### config.mk
export PLATFORM = sky130hd
export DESIGN_NAME = conv_window_seq
export DESIGN_NICKNAME = d
export VERILOG_FILES = /design/src/rtl/conv_window_seq_pkg.sv /design/src/rtl/conv_window_cnt.sv /design/src/rtl/conv_window_seq.sv
export SDC_FILE = /design/constraint.sdc
export NUM_CORES = 1
export LEC_CHECK = 0
export ABC_AREA = 1
export BUFFER_PORTS_ARGS = -buffer_cell sky130_fd_sc_hd__buf_2
export CAP_MARGIN = 10
export CORE_ASPECT_RATIO = 0.8
export CORE_MARGIN = 1.5
export CORE_UTILIZATION = 58
export CTS_BUF_LIST = sky130_fd_sc_hd__clkbuf_8
export CTS_CLUSTER_SIZE = 14
export DETAILED_ROUTE_END_ITERATION = 7
export PLACE_DENSITY_LB_ADDON = 0.25
export SYNTH_ARGS = -nofsm -noshare
export SYNTH_HDL_FRONTEND = slang
export SYNTH_SLANG_ARGS = --single-unit
### constraint.sdc
create_clock -name clk_en -period 3.27 [get_ports clk_en]
set_input_delay 0.4905 -clock clk_en [delete_from_list [all_inputs] [get_ports clk_en]]
set_output_delay 0.4905 -clock clk_en [all_outputs]
set_load 0.02 [all_outputs]
### src/rtl/conv_window_seq_pkg.sv
// rtl/conv_window_seq_pkg.sv - shared FSM encoding, dimension and index helpers
package conv_window_seq_pkg;

  typedef enum logic [1:0] {
    ST_IDLE = 2'd0,
    ST_RUN  = 2'd1,
    ST_DONE = 2'd2
  } state_e;

  function automatic int res_dim(input int img_n, input int k_n, input int pad, input int step);
    return (img_n - k_n + 2 * pad) / step + 1;
  endfunction

  function automatic int cnt_width(input int max_val);
    return (max_val < 1) ? 1 : $clog2(max_val + 1);
  endfunction

  function automatic int img_index(input int ch, input int r, input int q,
                                   input int rows, input int cols);
    return (ch * rows + r) * cols + q;
  endfunction

  function automatic int wei_index(input int ch, input int kr, input int kc,
                                   input int k_rows, input int k_cols);
    return (ch * k_rows + kr) * k_cols + kc;
  endfunction

endpackage

### src/rtl/conv_window_cnt.sv
// rtl/conv_window_cnt.sv - nested anchor/channel/kernel counter chain
// Order outermost first: anchor row, anchor column, channel, kernel row, kernel column.
module conv_window_cnt
  import conv_window_seq_pkg::*;
#(
  parameter int res_h = 3,
  parameter int res_w = 3,
  parameter int chans = 1,
  parameter int k_h   = 2,
  parameter int k_w   = 2,
  localparam int AL_W = cnt_width(res_h - 1),
  localparam int AC_W = cnt_width(res_w - 1),
  localparam int CH_W = cnt_width(chans - 1),
  localparam int KR_W = cnt_width(k_h - 1),
  localparam int KC_W = cnt_width(k_w - 1)
) (
  input  logic            clk_i,
  input  logic            rst_i,
  input  logic            clear_i,
  input  logic            advance_i,
  output logic [AL_W-1:0] al_o,
  output logic [AC_W-1:0] ac_o,
  output logic [CH_W-1:0] ch_o,
  output logic [KR_W-1:0] kr_o,
  output logic [KC_W-1:0] kc_o,
  output logic            win_last_o,
  output logic            frame_last_o
);

  localparam logic [AL_W-1:0] AL_MAX = AL_W'(res_h - 1);
  localparam logic [AC_W-1:0] AC_MAX = AC_W'(res_w - 1);
  localparam logic [CH_W-1:0] CH_MAX = CH_W'(chans - 1);
  localparam logic [KR_W-1:0] KR_MAX = KR_W'(k_h - 1);
  localparam logic [KC_W-1:0] KC_MAX = KC_W'(k_w - 1);

  logic [AL_W-1:0] al_q, al_d;
  logic [AC_W-1:0] ac_q, ac_d;
  logic [CH_W-1:0] ch_q, ch_d;
  logic [KR_W-1:0] kr_q, kr_d;
  logic [KC_W-1:0] kc_q, kc_d;
  logic last_al, last_ac, last_ch, last_kr, last_kc;

  assign last_al = (al_q == AL_MAX);
  assign last_ac = (ac_q == AC_MAX);
  assign last_ch = (ch_q == CH_MAX);
  assign last_kr = (kr_q == KR_MAX);
  assign last_kc = (kc_q == KC_MAX);

  assign win_last_o   = last_ch && last_kr && last_kc;
  assign frame_last_o = win_last_o && last_ac && last_al;

  // Each level wraps to zero, so the chain is back at window (0,0) after the final element.
  always_comb begin
    al_d = al_q;
    ac_d = ac_q;
    ch_d = ch_q;
    kr_d = kr_q;
    kc_d = kc_q;
    if (advance_i) begin
      kc_d = last_kc ? '0 : kc_q + KC_W'(1);
      if (last_kc) begin
        kr_d = last_kr ? '0 : kr_q + KR_W'(1);
        if (last_kr) begin
          ch_d = last_ch ? '0 : ch_q + CH_W'(1);
          if (last_ch) begin
            ac_d = last_ac ? '0 : ac_q + AC_W'(1);
            if (last_ac) begin
              al_d = last_al ? '0 : al_q + AL_W'(1);
            end
          end
        end
      end
    end
  end

  always_ff @(posedge clk_i) begin
    if (rst_i || clear_i) begin
      al_q <= '0;
      ac_q <= '0;
      ch_q <= '0;
      kr_q <= '0;
      kc_q <= '0;
    end else begin
      al_q <= al_d;
      ac_q <= ac_d;
      ch_q <= ch_d;
      kr_q <= kr_d;
      kc_q <= kc_d;
    end
  end

  assign al_o = al_q;
  assign ac_o = ac_q;
  assign ch_o = ch_q;
  assign kr_o = kr_q;
  assign kc_o = kc_q;

endmodule

### src/rtl/conv_window_seq.sv
// rtl/conv_window_seq.sv - multi-channel conv window sequencer streaming (image, weight) pairs
// Note: rst_n is an active-high synchronous reset despite its name.
module conv_window_seq
  import conv_window_seq_pkg::*;
#(
  parameter int weight_width  = 2,
  parameter int weight_height = 2,
  parameter int img_width     = 4,
  parameter int img_height    = 4,
  parameter int channels      = 1,
  parameter int padding       = 0,
  parameter int stride        = 1,
  parameter int bitwidth      = 16
) (
  input  logic                                                 clk_en,
  input  logic                                                 rst_n,
  input  logic                                                 conv_on,
  input  logic [channels*img_height*img_width*bitwidth-1:0]    img,
  input  logic [channels*weight_height*weight_width*bitwidth-1:0] weight,
  input  logic                                                 out_ready,
  output logic [bitwidth-1:0]                                  img_cal,
  output logic [bitwidth-1:0]                                  wei_cal,
  output logic                                                 cal_valid,
  output logic                                                 win_last,
  output logic                                                 frame_done,
  output logic [31:0]                                          anchor_l,
  output logic [31:0]                                          anchor_c,
  output logic                                                 busy
);

  localparam int result_width  = res_dim(img_width, weight_width, padding, stride);
  localparam int result_height = res_dim(img_height, weight_height, padding, stride);
  localparam int IMG_N  = channels * img_height * img_width;
  localparam int WEI_N  = channels * weight_height * weight_width;
  localparam int IMG_AW = cnt_width(IMG_N - 1);
  localparam int WEI_AW = cnt_width(WEI_N - 1);
  localparam int AL_W   = cnt_width(result_height - 1);
  localparam int AC_W   = cnt_width(result_width - 1);
  localparam int CH_W   = cnt_width(channels - 1);
  localparam int KR_W   = cnt_width(weight_height - 1);
  localparam int KC_W   = cnt_width(weight_width - 1);

  state_e state_q, state_d;
  logic [IMG_N*bitwidth-1:0] img_q;
  logic [WEI_N*bitwidth-1:0] weight_q;
  logic run, start, advance, win_last_c, frame_last_c;
  logic [AL_W-1:0] al;
  logic [AC_W-1:0] ac;
  logic [CH_W-1:0] ch;
  logic [KR_W-1:0] kr;
  logic [KC_W-1:0] kc;

  assign run     = (state_q == ST_RUN);
  assign start   = (state_q == ST_IDLE) && conv_on;
  assign advance = run && out_ready;

  always_comb begin
    state_d = state_q;
    case (state_q)
      ST_IDLE: if (conv_on) state_d = ST_RUN;
      ST_RUN:  if (advance && frame_last_c) state_d = ST_DONE;
      ST_DONE: state_d = ST_IDLE;
      default: state_d = ST_IDLE;
    endcase
  end

  always_ff @(posedge clk_en) begin
    if (rst_n) begin
      state_q  <= ST_IDLE;
      img_q    <= '0;
      weight_q <= '0;
    end else begin
      state_q <= state_d;
      if (start) begin
        img_q    <= img;
        weight_q <= weight;
      end
    end
  end

  conv_window_cnt #(
    .res_h(result_height),
    .res_w(result_width),
    .chans(channels),
    .k_h  (weight_height),
    .k_w  (weight_width)
  ) u_cnt (
    .clk_i       (clk_en),
    .rst_i       (rst_n),
    .clear_i     (start),
    .advance_i   (advance),
    .al_o        (al),
    .ac_o        (ac),
    .ch_o        (ch),
    .kr_o        (kr),
    .kc_o        (kc),
    .win_last_o  (win_last_c),
    .frame_last_o(frame_last_c)
  );

  // Power-of-two element tables so a truncated index never leaves the array.
  logic [bitwidth-1:0] img_arr [2**IMG_AW];
  logic [bitwidth-1:0] wei_arr [2**WEI_AW];

  for (genvar i = 0; i < 2**IMG_AW; i++) begin : g_img
    if (i < IMG_N) begin : g_v
      assign img_arr[i] = img_q[i*bitwidth +: bitwidth];
    end else begin : g_z
      assign img_arr[i] = '0;
    end
  end

  for (genvar i = 0; i < 2**WEI_AW; i++) begin : g_wei
    if (i < WEI_N) begin : g_v
      assign wei_arr[i] = weight_q[i*bitwidth +: bitwidth];
    end else begin : g_z
      assign wei_arr[i] = '0;
    end
  end

  int src_r, src_c;
  logic in_img;
  logic [IMG_AW-1:0] img_idx;
  logic [WEI_AW-1:0] wei_idx;

  // Signed source coordinates: negative or past-the-edge positions are padding.
  always_comb begin
    src_r   = int'(al) * stride + int'(kr) - padding;
    src_c   = int'(ac) * stride + int'(kc) - padding;
    in_img  = (src_r >= 0) && (src_r < img_height) && (src_c >= 0) && (src_c < img_width);
    img_idx = IMG_AW'(img_index(int'(ch), src_r, src_c, img_height, img_width));
    wei_idx = WEI_AW'(wei_index(int'(ch), int'(kr), int'(kc), weight_height, weight_width));
  end

  assign img_cal    = (run && in_img) ? img_arr[img_idx] : '0;
  assign wei_cal    = run ? wei_arr[wei_idx] : '0;
  assign cal_valid  = run;
  assign win_last   = run && win_last_c;
  assign frame_done = (state_q == ST_DONE);
  assign busy       = (state_q != ST_IDLE);
  assign anchor_l   = 32'(al);
  assign anchor_c   = 32'(ac);

endmodule

# [Word-level counts from Yosys, hierarchy flattened]
# Cells that the tools add are included.
[word_totals] reg_bits=329 word_cells=70 out_inout_bits=100
[op_classes] muxes=16 bitwise_logic=3 magnitude_cmp=6 n_eq_ne=6 reduce_logical=20 add_sub_neg=11
[ops] operator="2-to-1 mux 16 bit" count=6
[ops] operator="binary-select mux 16 bit (select 4 bit)" count=1
[ops] operator="binary-select mux 16 bit (select 2 bit)" count=1
[ops] operator="logical AND 1 bit" count=12
[ops] operator="2-to-1 mux 2 bit" count=4
[ops] operator="adder 2 x 1 -> 3 bit" count=2
[ops] operator="equality test 2 bit (second input constant)" count=3
[ops] operator="greater-or-equal comparator 3 x 1 -> 1 bit (second input constant)" count=2
[ops] operator="less-than comparator 3 bit (second input constant)" count=2
[ops] operator="greater-or-equal comparator 5 bit (second input constant)" count=1
[ops] operator="inverter 4 -> 5 bit" count=1
[ops] operator="AND reduction 5 bit" count=1
[ops] operator="adder 2 x 1 -> 2 bit (second input constant)" count=2
[ops] operator="adder 4 x 3 -> 4 bit" count=1
[ops] operator="one-hot mux 2 bit (2 select lines)" count=1
[ops] operator="AND reduction 2 bit" count=2
[ops] operator="AND reduction 4 bit" count=1
[ops] operator="adder 1 bit (second input constant)" count=3
[ops] operator="greater-or-equal comparator 3 bit (second input constant)" count=1
[ops] operator="2-to-1 mux 1 bit" count=3
[ops] operator="inverter 2 -> 3 bit" count=1
[ops] operator="AND reduction 3 bit" count=1
[ops] operator="adder 1 x 2 -> 2 bit (first input constant)" count=1
[ops] operator="adder 2 x 1 -> 2 bit" count=1
[ops] operator="other kinds (8)" count=8

# [Longest topological paths before layout]
# Gate-level depths: netlist of run 1.
[depth] word_depth=8 depth_mapped=10 ltp_nobuf=9

# [Modules after synthesis]
# Synthesis of run 1 repeated with hierarchy kept, for this count alone.
[unflattened] hier_cells=2209 area_unflattened_um2=14850.5
[modules_own_cells] module="conv_window_seq" cells_per_inst=2166 n_inst=1 area_each_um2=14546.5
[modules_own_cells] module="conv_window_cnt" cells_per_inst=43 n_inst=1 area_each_um2=304.0

# [Worst setup path after synthesis of run 1]
# No wires, ideal clock.
[synth_timing] path_kind="reg-to-output" start="reg u_cnt.ac_q[0], in the netlist u_cnt.ac_o[0]" end="out img_cal[0]" stages_incl_launch_ff=11 arrival_ns=2.110 n_path_buf=2 t_required_ns=2.779 slack_ns=0.670 cell_sequence="dfxtp_1 > ha_1 > ha_1 > ha_1 > clkbuf_1 > inv_1 > buf_1 > nand3_1 > nand3_1 > nand2_1 > nor2_1"
[synth_between] elab_chain_cells=7 word_cells_on_any_way=12
[synth_lines] element="start, declared" line_no="conv_window_cnt.sv:37" text="logic [AC_W-1:0] ac_q, ac_d;"
[synth_lines] element="start signal, assigned" line_no="conv_window_cnt.sv:79" text="ac_q <= '0;"
[synth_lines] element="start signal, assigned" line_no="conv_window_cnt.sv:85" text="ac_q <= ac_d;"
[synth_lines] element="adder 2 x 1 -> 3 bit (*)" line_no="conv_window_seq.sv:129" text="src_c = int'(ac) * stride + int'(kc) - padding;"
[synth_lines] element="adder 4 x 3 -> 4 bit" line_no="conv_window_seq_pkg.sv:20" text="return (ch * rows + r) * cols + q;"
[synth_lines] element="inverter 4 -> 5 bit (not written as such)" line_no="conv_window_seq.sv:135" text="assign img_cal = (run && in_img) ? img_arr[img_idx] : '0;"
[synth_lines] element="binary-select mux 16 bit (select 4 bit)" line_no="conv_window_seq.sv:135"
[synth_lines] element="2-to-1 mux 16 bit (not written as such) (2 in a row)" line_no="conv_window_seq.sv:135"
[synth_lines] element="2-to-1 mux 16 bit (*)" line_no="conv_window_seq.sv:135"
[synth_lines] element="end, declared" line_no="conv_window_seq.sv:21" text="output logic [bitwidth-1:0] img_cal,"
# Mark *: on every way between the ends. The rest lies on a longest branch, timed or not. The select of a mux whose other input is x is not followed.

# [Final worst setup path of run 1]
[layout_timing] start="reg u_cnt.ac_q[0], in the netlist u_cnt.ac_o[0]" end="out img_cal[4]"
# Same word-level chain as after synthesis.

==> results_dict.tcl, run 1 <==
set metrics [dict create \
    synthDistinctLibCells 23 \
    finalSetupViolations 0 \
    fin_worst_skew_ps 20.7 \
    clk_path_buf_depth 3 \
    drive_gt1_share_pct 19.6 \
    min-delay-start "img[83]" \
    power.total_mw 8.96 \
    cp_max_fo 26 \
    outcome "complete, no violations" \
    fin_crit_sh_pct 99.8 \
    cts_tree "done" \
    fmax_mhz 306 \
    drv_cap 0 \
    yosysTopAreaCellShare_pct 44.2 \
    avgViaCountPerCell 5.48 \
    yosys_register_bits 328 \
    port_buffers 363 \
    vias 15300 \
    r2r_start "state_q[0]$_SDFFE_PP0P_" \
    relSlewSlack_pct 30.4 \
    synth_area_leader_cell "dfxtp_1" \
    r2r_end "img_q[229]$_SDFFE_PP0P_" \
    hold_path_end "img_q[83]$_SDFFE_PP0P_" \
    path_depth 11 \
    min_path_cells 3 \
    cp-end-kind "primary output" \
    grt_first_pass_wirelength_um 73900 \
    nFillCells 2243 \
    grt_setup_unrepaired "yes" \
    crit_chain "ha_4, ha_2, inv_4, buf_12, a21oi_1, o21ai_0, nand2_1, nor2_1, nor2_1, nor2_1, buf_2" \
    holdWs_ps 121 \
    postCtsSetupRepairBufs 0 \
    slew_violations 0 \
    dr.pass1.iters 5 \
    post-route-util_pct 69.0 \
    syn_to_final_growth_pct 17.2 \
    p_leak_nw 8.48 \
    vdd_drop_max_v 0.000331 \
    drt-wirelength-per-cell_um 17.2 \
    numCtsBuffers 50 \
    seq_area_sq_um 6570 \
    cts_root_buffer "clkbuf_8" \
    tns_ps 0 \
    cts.sinks 328 \
    required_ps 2780 \
    h-tree-depth 2 \
    place_hpwl_um 34200 \
    max_stage_delay_ps 410 \
    ant_nets 0 \
    cp_data_arrival_time_ps 2770 \
    r2r_slack_ps 1280 \
    antenna_found_initial 5 \
    cp_common_cell "nor2_1" \
    hp-class "input port to flip-flop" \
    finalHoldViolations 0 \
    powerDensity_nw_per_um2 514 \
    drt_iter0_markers 1649 \
    tightest_slew_ps 1040 \
    r2r_cells 7 \
    cts_hold_buf 0 \
    ys.warnings.count 0 \
    multi_input_area_sq_um 6900 \
    synth_area_sq_um 14900 \
    grt_pass1_vias 13600 \
    die_h_um 146 \
    avgSynthCellArea_sq_um 6.88 \
    routed_wl_um 48200 \
    fin_crit_ps 3260 \
    synth.area.top_cells "dfxtp_1 44%, nand2_1 18%, nand3_1 16%" \
    fin_nets 2767 \
    worst-setup-path-type "flip-flop to primary output" \
    start_util_pct 58.9 \
    row_count 52 \
    design.die.area_sq_um 26600 \
    critPathSlowestCell "dfxtp_1" \
    io_pins 424 \
    grtUsageTotal_pct 35.2 \
    clk_pin_slew_ps 60 \
    cp.buffers_inverters 3 \
    core_area_sq_um 25200 \
    grt_max_degree 238 \
    grt_overflow 0 \
    syn_inst 2160 \
    ys_seq_area_share_pct 44.2 \
    die_w_um 182 \
    cp-start-kind "flip-flop" \
    gp_congestion 0.955 \
    worstSkewPairLatency_ps 600 \
    critPathTopFamily "buffers and inverters" \
    drc_errors 0 \
]
cells by family (layout without fill, tap and decap cells):
kind of cell / count (synthesis) / after routing / synth area share, %
buf+inv: 327 / 575 / 11.0
xor+xnor: 1 / 1 / 0.110
flops: 328 / 328 / 44.2
simple gates: 1249 / 1249 / 35.8
fa+ha+maj: 5 / 5 / 0.421
other cells: 1 / 65 / 0.0252
compound gates: 249 / 249 / 8.39
metrics by stage:
step,setup slack [ps],area [sq um],std cells
final,7.16,17400,2796
after global routing,-48.7,17400,2796
after CTS,38.0,17400,2790
after detailed placement,579,16400,2709
after global placement,562,16400,2709
after floorplan,670,15100,2219
final cells by class:
class / instances / area share, %
clock inverter: 21 / 0.718
tap: 324 / 2.33
clock buffer: 60 / 4.74
antenna: 5 / 0.0718
timing repair inverter: 1 / 0.0431
sequential: 328 / 37.7
timing repair buffer: 393 / 12.5
multi-input combinational: 1564 / 39.6
inverter: 100 / 2.28
cells in the mapped netlist:
master / instances
nand2_1: 710
nand3_1: 477
dfxtp_1: 328
o21ai_0: 136
inv_1: 94
a21oi_1: 92
buf_4: 83
buf_2: 76
nor2_1: 54
clkbuf_1: 36
buf_1: 31
o21ai_1: 21
ha_1: 5
inv_2: 4
clkinv_1: 2
nand4_1: 2
nor2_4: 2
nor3_2: 2
buf_6: 1
conb_1: 1
nand2_2: 1
nor3_1: 1
xnor2_2: 1
cell usage in the layout, fill, tap and decap left out, types with 6 or more instances in the layout:
cell and instances:
a21oi_1 92, buf_12 10, buf_2 363, buf_4 17
clkbuf_8 61, clkinv_2 6, conb_1 60, dfxtp_1 328
inv_1 104, nand2_1 710, nand3_1 477, nor2_1 50
o21ai_0 136, o21ai_1 21
power by group:
part / leakage (nW) / total, mW / internal (mW) / switching (mW)
combinational: 5.26 / 1.23 / 0.409 / 0.819
clock: 0.532 / 3.30 / 1.73 / 1.57
sequential: 2.69 / 4.43 / 4.28 / 0.145
registers in the layout (all words and copies together), names as in the netlist:
name        cells
img_q         256
weight_q       64
state_q         2
u_cnt.ac_o      2
u_cnt.al_o      2
u_cnt.kc_o      1
u_cnt.kr_o      1
worst register-to-register path: stages, from the launching register on:
cell	delay [ps]
dfxtp_1	350
inv_1	70
nand2_2	130
nor2_4	80
nor2_4	150
buf_12	720
nand2_1	340
nand2_1	100
per-layer routing:
layer,vias up,wire length [um],track usage [%]
li1,7454,-,-
met1,6940,21700,52.1
met2,840,20200,51.4
met3,87,4920,6.56
met4,0,1420,11.9
met5,-,0,0
timing repair:
action | in CTS | in global routing
gates cloned | 0 | 1
endpoints found under the setup margin | 2 | 21
gates resized for setup | 3 | 15
how the worst max path moves through the flow:
| stage | startpoint | to |
|---|---|---|
| floorplan | u_cnt.ac_o[0]$_SDFFE_PP0P_ | img_cal[0] |
| detailed placement | u_cnt.ac_o[0]$_SDFFE_PP0P_ | img_cal[4] |
| global route | u_cnt.ac_o[0]$_SDFFE_PP0P_ | img_cal[4] |
| finish | u_cnt.ac_o[0]$_SDFFE_PP0P_ | img_cal[4] |
| CTS | u_cnt.ac_o[0]$_SDFFE_PP0P_ | img_cal[4] |
| global placement | u_cnt.al_o[0]$_SDFFE_PP0P_ | img_cal[4] |
No activity file was read; power rests on OpenSTA's default activity.
==> run 2, diff against run 1 <==
--- a/config.mk
+++ b/config.mk
@@ -15,6 +15,8 @@
 export CTS_CLUSTER_SIZE = 14
 export DETAILED_ROUTE_END_ITERATION = 7
 export PLACE_DENSITY_LB_ADDON = 0.25
+export SLEW_MARGIN = 40
 export SYNTH_ARGS = -nofsm -noshare
 export SYNTH_HDL_FRONTEND = slang
+export SYNTH_HIERARCHICAL = 1
 export SYNTH_SLANG_ARGS = --single-unit
==> results_dict.tcl, run 2 <==
set metrics [dict create \
    outcome "complete, no violations" \
    r2r_slack_ps 1140 \
    worstSkewPairLatency_ps 570 \
    hp-class "input port to flip-flop" \
    ys.warnings.count 6 \
    grt_max_degree 208 \
    min-delay-start "img[45]" \
    tightest_slew_ps 838 \
    design.die.area_sq_um 26600 \
    fmax_mhz 314 \
    holdWs_ps 158 \
    grt_overflow 0 \
    grt_pass1_vias 14000 \
    port_buffers 363 \
    row_count 52 \
    place_hpwl_um 32600 \
    grt_first_pass_wirelength_um 72000 \
    clockPowerShare_pct 39.0 \
    syn_to_final_growth_pct 18.6 \
    crit_chain "ha_4, buf_4, nand2_1, nand3_1, nand3_1, nand3_1, nand2_1, nor2_1, buf_2" \
    cp-end-kind "primary output" \
    drive_gt1_share_pct 19.2 \
    largestRegisters "img_q (256), weight_q (64)" \
    cp-start-kind "flip-flop" \
    fin_nets 2808 \
    finalSetupViolations 0 \
    cp_max_fo 32 \
    clk_path_buf_depth 3 \
    max_stage_delay_ps 450 \
    cts_hold_buf 0 \
    min_path_cells 3 \
    synth_area_sq_um 14800 \
    pwr-share-seq_pct 48.0 \
    cts_tree "done" \
    vdd_drop_max_v 0.000320 \
    p_leak_nw 7.59 \
    r2r_end "img_q[89]$_SDFFE_PP0P_" \
    cts_root_buffer "clkbuf_8" \
    r2r_cells 6 \
    drt_iter0_markers 1855 \
    top_register "img_q" \
    combinationalPowerShare_pct 13.0 \
    finalInstanceArea_sq_um 17600 \
    hold_path_end "img_q[45]$_SDFFE_PP0P_" \
    critPathTopFamily "simple AND/OR/NAND/NOR gates" \
    largest_reg_flops 256 \
    powerDensity_nw_per_um2 519 \
    avgViaCountPerCell 5.48 \
    multi_input_area_sq_um 7220 \
    p_sw_mw 2.50 \
    grt_setup_unrepaired "no" \
    start_util_pct 58.8 \
    finalHoldViolations 0 \
    core_area_sq_um 25200 \
    die_h_um 146 \
    r2r_start "state_q[0]$_SDFFE_PP0P_" \
    fin_crit_ps 3180 \
    intPower_mw 6.63 \
    seq_area_sq_um 6570 \
    required_ps 2780 \
    syn_inst 2207 \
    ant_nets 0 \
    cp_data_arrival_time_ps 2690 \
    antenna_found_initial 8 \
    dr.pass1.iters 5 \
    relSlewSlack_pct 44.2 \
    avgSynthCellArea_sq_um 6.72 \
    routed_wl_um 47100 \
    clk_pin_slew_ps 70 \
    cts.sinks 328 \
    power.total_mw 9.13 \
    tns_ps 0 \
    io_pins 424 \
    nFillCells 2209 \
    fin_worst_skew_ps 20.9 \
    drv_cap 0 \
    layout_common_cells "905 x nand2_1, 362 x buf_2, 358 x a21oi_1, 327 x dfxtp_1, 163 x nand3_1" \
    final_common_cell "nand2_1" \
    vias 15600 \
    critPathSlowestCell "ha_4" \
    placed_area_sq_um 16500 \
    worst-setup-path-type "flip-flop to primary output" \
    die_w_um 182 \
    slew_violations 0 \
    gp_congestion 0.953 \
    numCtsBuffers 49 \
    cp_common_cell "nand3_1" \
    h-tree-depth 2 \
    drc_errors 0 \
    swShare_pct 27.3 \
    fin_crit_sh_pct 97.3 \
    cp.buffers_inverters 2 \
    grtUsageTotal_pct 34.1 \
    drt-wirelength-per-cell_um 16.6 \
]
[run 2: what timing repair did]
| item | in CTS | in global routing |
|---|---|---|
| buffers inserted | 0 | 0 |
| resized for setup | 1 | 6 |
| endpoints found under the setup margin | 14 | 14 |
[run 2: final cells by class]
class / instances / share of cell area [%]
clock inverters: 23 / 1.01
multi-input cells: 1675 / 41.0
repair buffers: 390 / 12.5
clock buffers: 63 / 4.93
inverters: 35 / 0.811
flip-flops and latches: 328 / 37.3
well taps: 324 / 2.30
diodes: 8 / 0.114
[run 2: through the flow]
stage,worst slack (ps),std cells,utilization [%]
floorplan,703,2266,-
global placement,505,2751,65.3
detailed placement,499,2751,65.3
CTS,0.729,2837,69.4
global route,5.48,2846,69.7
finish,88.5,2846,69.7
[run 2: worst reg2reg max path: cells and delay by family (launching register included)]
family	cells	cell delay [ps]
compound gates	1	170
buf+inv	2	930
flops	1	330
simple gates	3	640
[run 2: power by group through the flow]
stage | combinational [mW] | clock [mW] | sequential, mW
after detailed placement | 1.16 | 0 | 4.46
after floorplan | 0.817 | 0 | 4.42
after global routing | 1.31 | 3.76 | 4.40
after CTS | 1.17 | 3.58 | 4.37
final | 1.19 | 3.56 | 4.38
after global placement | 1.14 | 0 | 4.45
[run 2: metal layers]
metal	vias to the layer above	global-route usage, %	share of wire, %
met5	-	0	0
met4	0	17.5	4.7
met3	145	5.94	9.1
met2	861	50.5	43
met1	7053	47.8	43
li1	7543	-	-
[run 2: worst max path at each step]
stage | start | end | slack [ps] | cells after the start
2_1_floorplan | u_cnt/ac_o[0]$_SDFFE_PP0P_ | img_cal[4] | 700 | 9
3_3_place_gp | u_cnt/ac_o[0]$_SDFFE_PP0P_ | img_cal[14] | 510 | 10
3_5_place_dp | u_cnt/ac_o[0]$_SDFFE_PP0P_ | img_cal[14] | 500 | 10
4_1_cts | u_cnt/ac_o[0]$_SDFFE_PP0P_ | img_cal[8] | 0.7 | 9
5_1_grt | u_cnt/ac_o[0]$_SDFFE_PP0P_ | img_cal[11] | 5 | 9
6_report | u_cnt/ac_o[0]$_SDFFE_PP0P_ | img_cal[2] | 90 | 9
==> run 3, diff against run 2 <==
--- a/config.mk
+++ b/config.mk
@@ -9,7 +9,7 @@
 export BUFFER_PORTS_ARGS = -buffer_cell sky130_fd_sc_hd__buf_2
 export CAP_MARGIN = 10
 export CORE_ASPECT_RATIO = 0.8
-export CORE_MARGIN = 1.5
+export CORE_MARGIN = 5
 export CORE_UTILIZATION = 58
 export CTS_BUF_LIST = sky130_fd_sc_hd__clkbuf_8
 export CTS_CLUSTER_SIZE = 14
@@ -18,5 +18,4 @@
 export SLEW_MARGIN = 40
 export SYNTH_ARGS = -nofsm -noshare
 export SYNTH_HDL_FRONTEND = slang
-export SYNTH_HIERARCHICAL = 1
 export SYNTH_SLANG_ARGS = --single-unit
==> results_dict.tcl, run 3 (synthesized netlist as in run 1, its figures left out) <==
set metrics [dict create \
    outcome "complete, no violations" \
    h-tree-depth 2 \
    cp_max_fo 18 \
    top_register "img_q" \
    hp-class "input port to flip-flop" \
    cts_root_buffer "clkbuf_8" \
    antenna_found_initial 11 \
    required_ps 2780 \
    die_h_um 153 \
    die_w_um 189 \
    drv_cap 0 \
    gp_congestion 0.942 \
    cts_hold_buf 0 \
    cp_data_arrival_time_ps 2690 \
    largest_reg_flops 256 \
    p_leak_nw 8.55 \
    drt_iter0_markers 1996 \
    start_util_pct 58.9 \
    numCtsBuffers 50 \
    slew_violations 0 \
    fin_crit_sh_pct 97.2 \
    holdWs_ps 140 \
    clk_path_buf_depth 3 \
    final_common_cell "nand2_1" \
    cp-start-kind "flip-flop" \
    drc_errors 0 \
    finalSetupViolations 0 \
    largestRegisters "img_q (256), weight_q (64)" \
    vdd_drop_max_v 0.000327 \
    grt_pass1_vias 14100 \
    routed_wl_um 51000 \
    r2r_slack_ps 1260 \
    drive_gt1_share_pct 19.6 \
    io_pins 424 \
    powerDensity_nw_per_um2 521 \
    design.die.area_sq_um 28900 \
    finalHoldViolations 0 \
    row_count 52 \
    grt_first_pass_wirelength_um 76500 \
    ant_nets 0 \
    core_area_sq_um 25200 \
    avgViaCountPerCell 5.53 \
    dr.pass1.iters 5 \
    fmax_mhz 315 \
    grt_overflow 0 \
    fin_crit_ps 3180 \
    fin_nets 2765 \
    grt_max_degree 184 \
    syn_to_final_growth_pct 18.0 \
    relSlewSlack_pct 45.9 \
    fin_worst_skew_ps 21.7 \
    worst-setup-path-type "flip-flop to primary output" \
    post-route-util_pct 69.5 \
    layout_common_cells "710 x nand2_1, 477 x nand3_1, 363 x buf_2, 327 x dfxtp_1, 136 x o21ai_0" \
    place_hpwl_um 36300 \
    cp-end-kind "primary output" \
    drt-wirelength-per-cell_um 18.2 \
    port_buffers 363 \
    cts_tree "done" \
    clk_pin_slew_ps 70 \
    worstSkewPairLatency_ps 570 \
    vias 15500 \
    cts.sinks 328 \
    grtUsageTotal_pct 32.8 \
    tightest_slew_ps 810 \
]
## run 3: power by group
part           internal [mW]  switching [mW]
clock network           1.87            1.59
logic                  0.414           0.832
registers               4.28           0.157
total                   6.57            2.58
## run 3: final cells by class
cell class | count | area, sq um
multi-input cells | 1564 | 6890
clock buffers | 66 | 908
well taps | 324 | 405
clock inverters | 20 | 115
fillers | 2214 | 7700
inverters | 100 | 388
diodes | 10 | 25.0
repair buffers | 392 | 2240
flip-flops and latches | 328 | 6570
## run 3: critical path, stage by stage, from the launching register on
cell and delay (ps):
dfxtp_1 350, ha_4 170, ha_2 180, ha_1 310
inv_2 150, buf_6 220, nand2_1 80, nor2_1 260
nor2_1 70, nor2_1 140, buf_2 180
## run 3: timing repair
action	CTS	global route
cloned	0	2
endpoints found under the setup margin	10	18
resized for setup	2	14
pin swaps	0	1
buffers inserted	0	1
## run 3: worst paths after layout
check                              from                        end  depth (start not counted)
max          u_cnt.ac_o[0]$_SDFFE_PP0P_                 img_cal[3]                         10
min                          weight[52]  weight_q[52]$_SDFFE_PP0P_                          3
max reg2reg     state_q[0]$_SDFFE_PP0P_     img_q[76]$_SDFFE_PP0P_                          7
min reg2reg   weight_q[62]$_SDFFE_PP0P_  weight_q[62]$_SDFFE_PP0P_                          2
## run 3: metrics by stage
stage / setup TNS (ps) / cell area [sq um] / power [mW] / instances / setup WS, ps
6_report: 0 / 17500 / 9.15 / 2804 / 92.1
3_3_place_gp: 0 / 16400 / 5.69 / 2705 / 564
3_5_place_dp: 0 / 16400 / 5.72 / 2705 / 542
5_1_grt: -14.0 / 17500 / 9.50 / 2803 / -7.07
4_1_cts: 0 / 17400 / 9.12 / 2791 / 2.23
2_1_floorplan: 0 / 15100 / 5.30 / 2219 / 670
## run 3: per-layer routing
| layer | vias to the layer above | wire length (um) | GRT usage [%] |
|---|---|---|---|
| met5 | - | 13 | 0 |
| met4 | 2 | 1750 | 12.3 |
| met3 | 114 | 6080 | 8.28 |
| met2 | 921 | 21300 | 45.9 |
| met1 | 7025 | 21900 | 48.6 |
| li1 | 7446 | - | - |
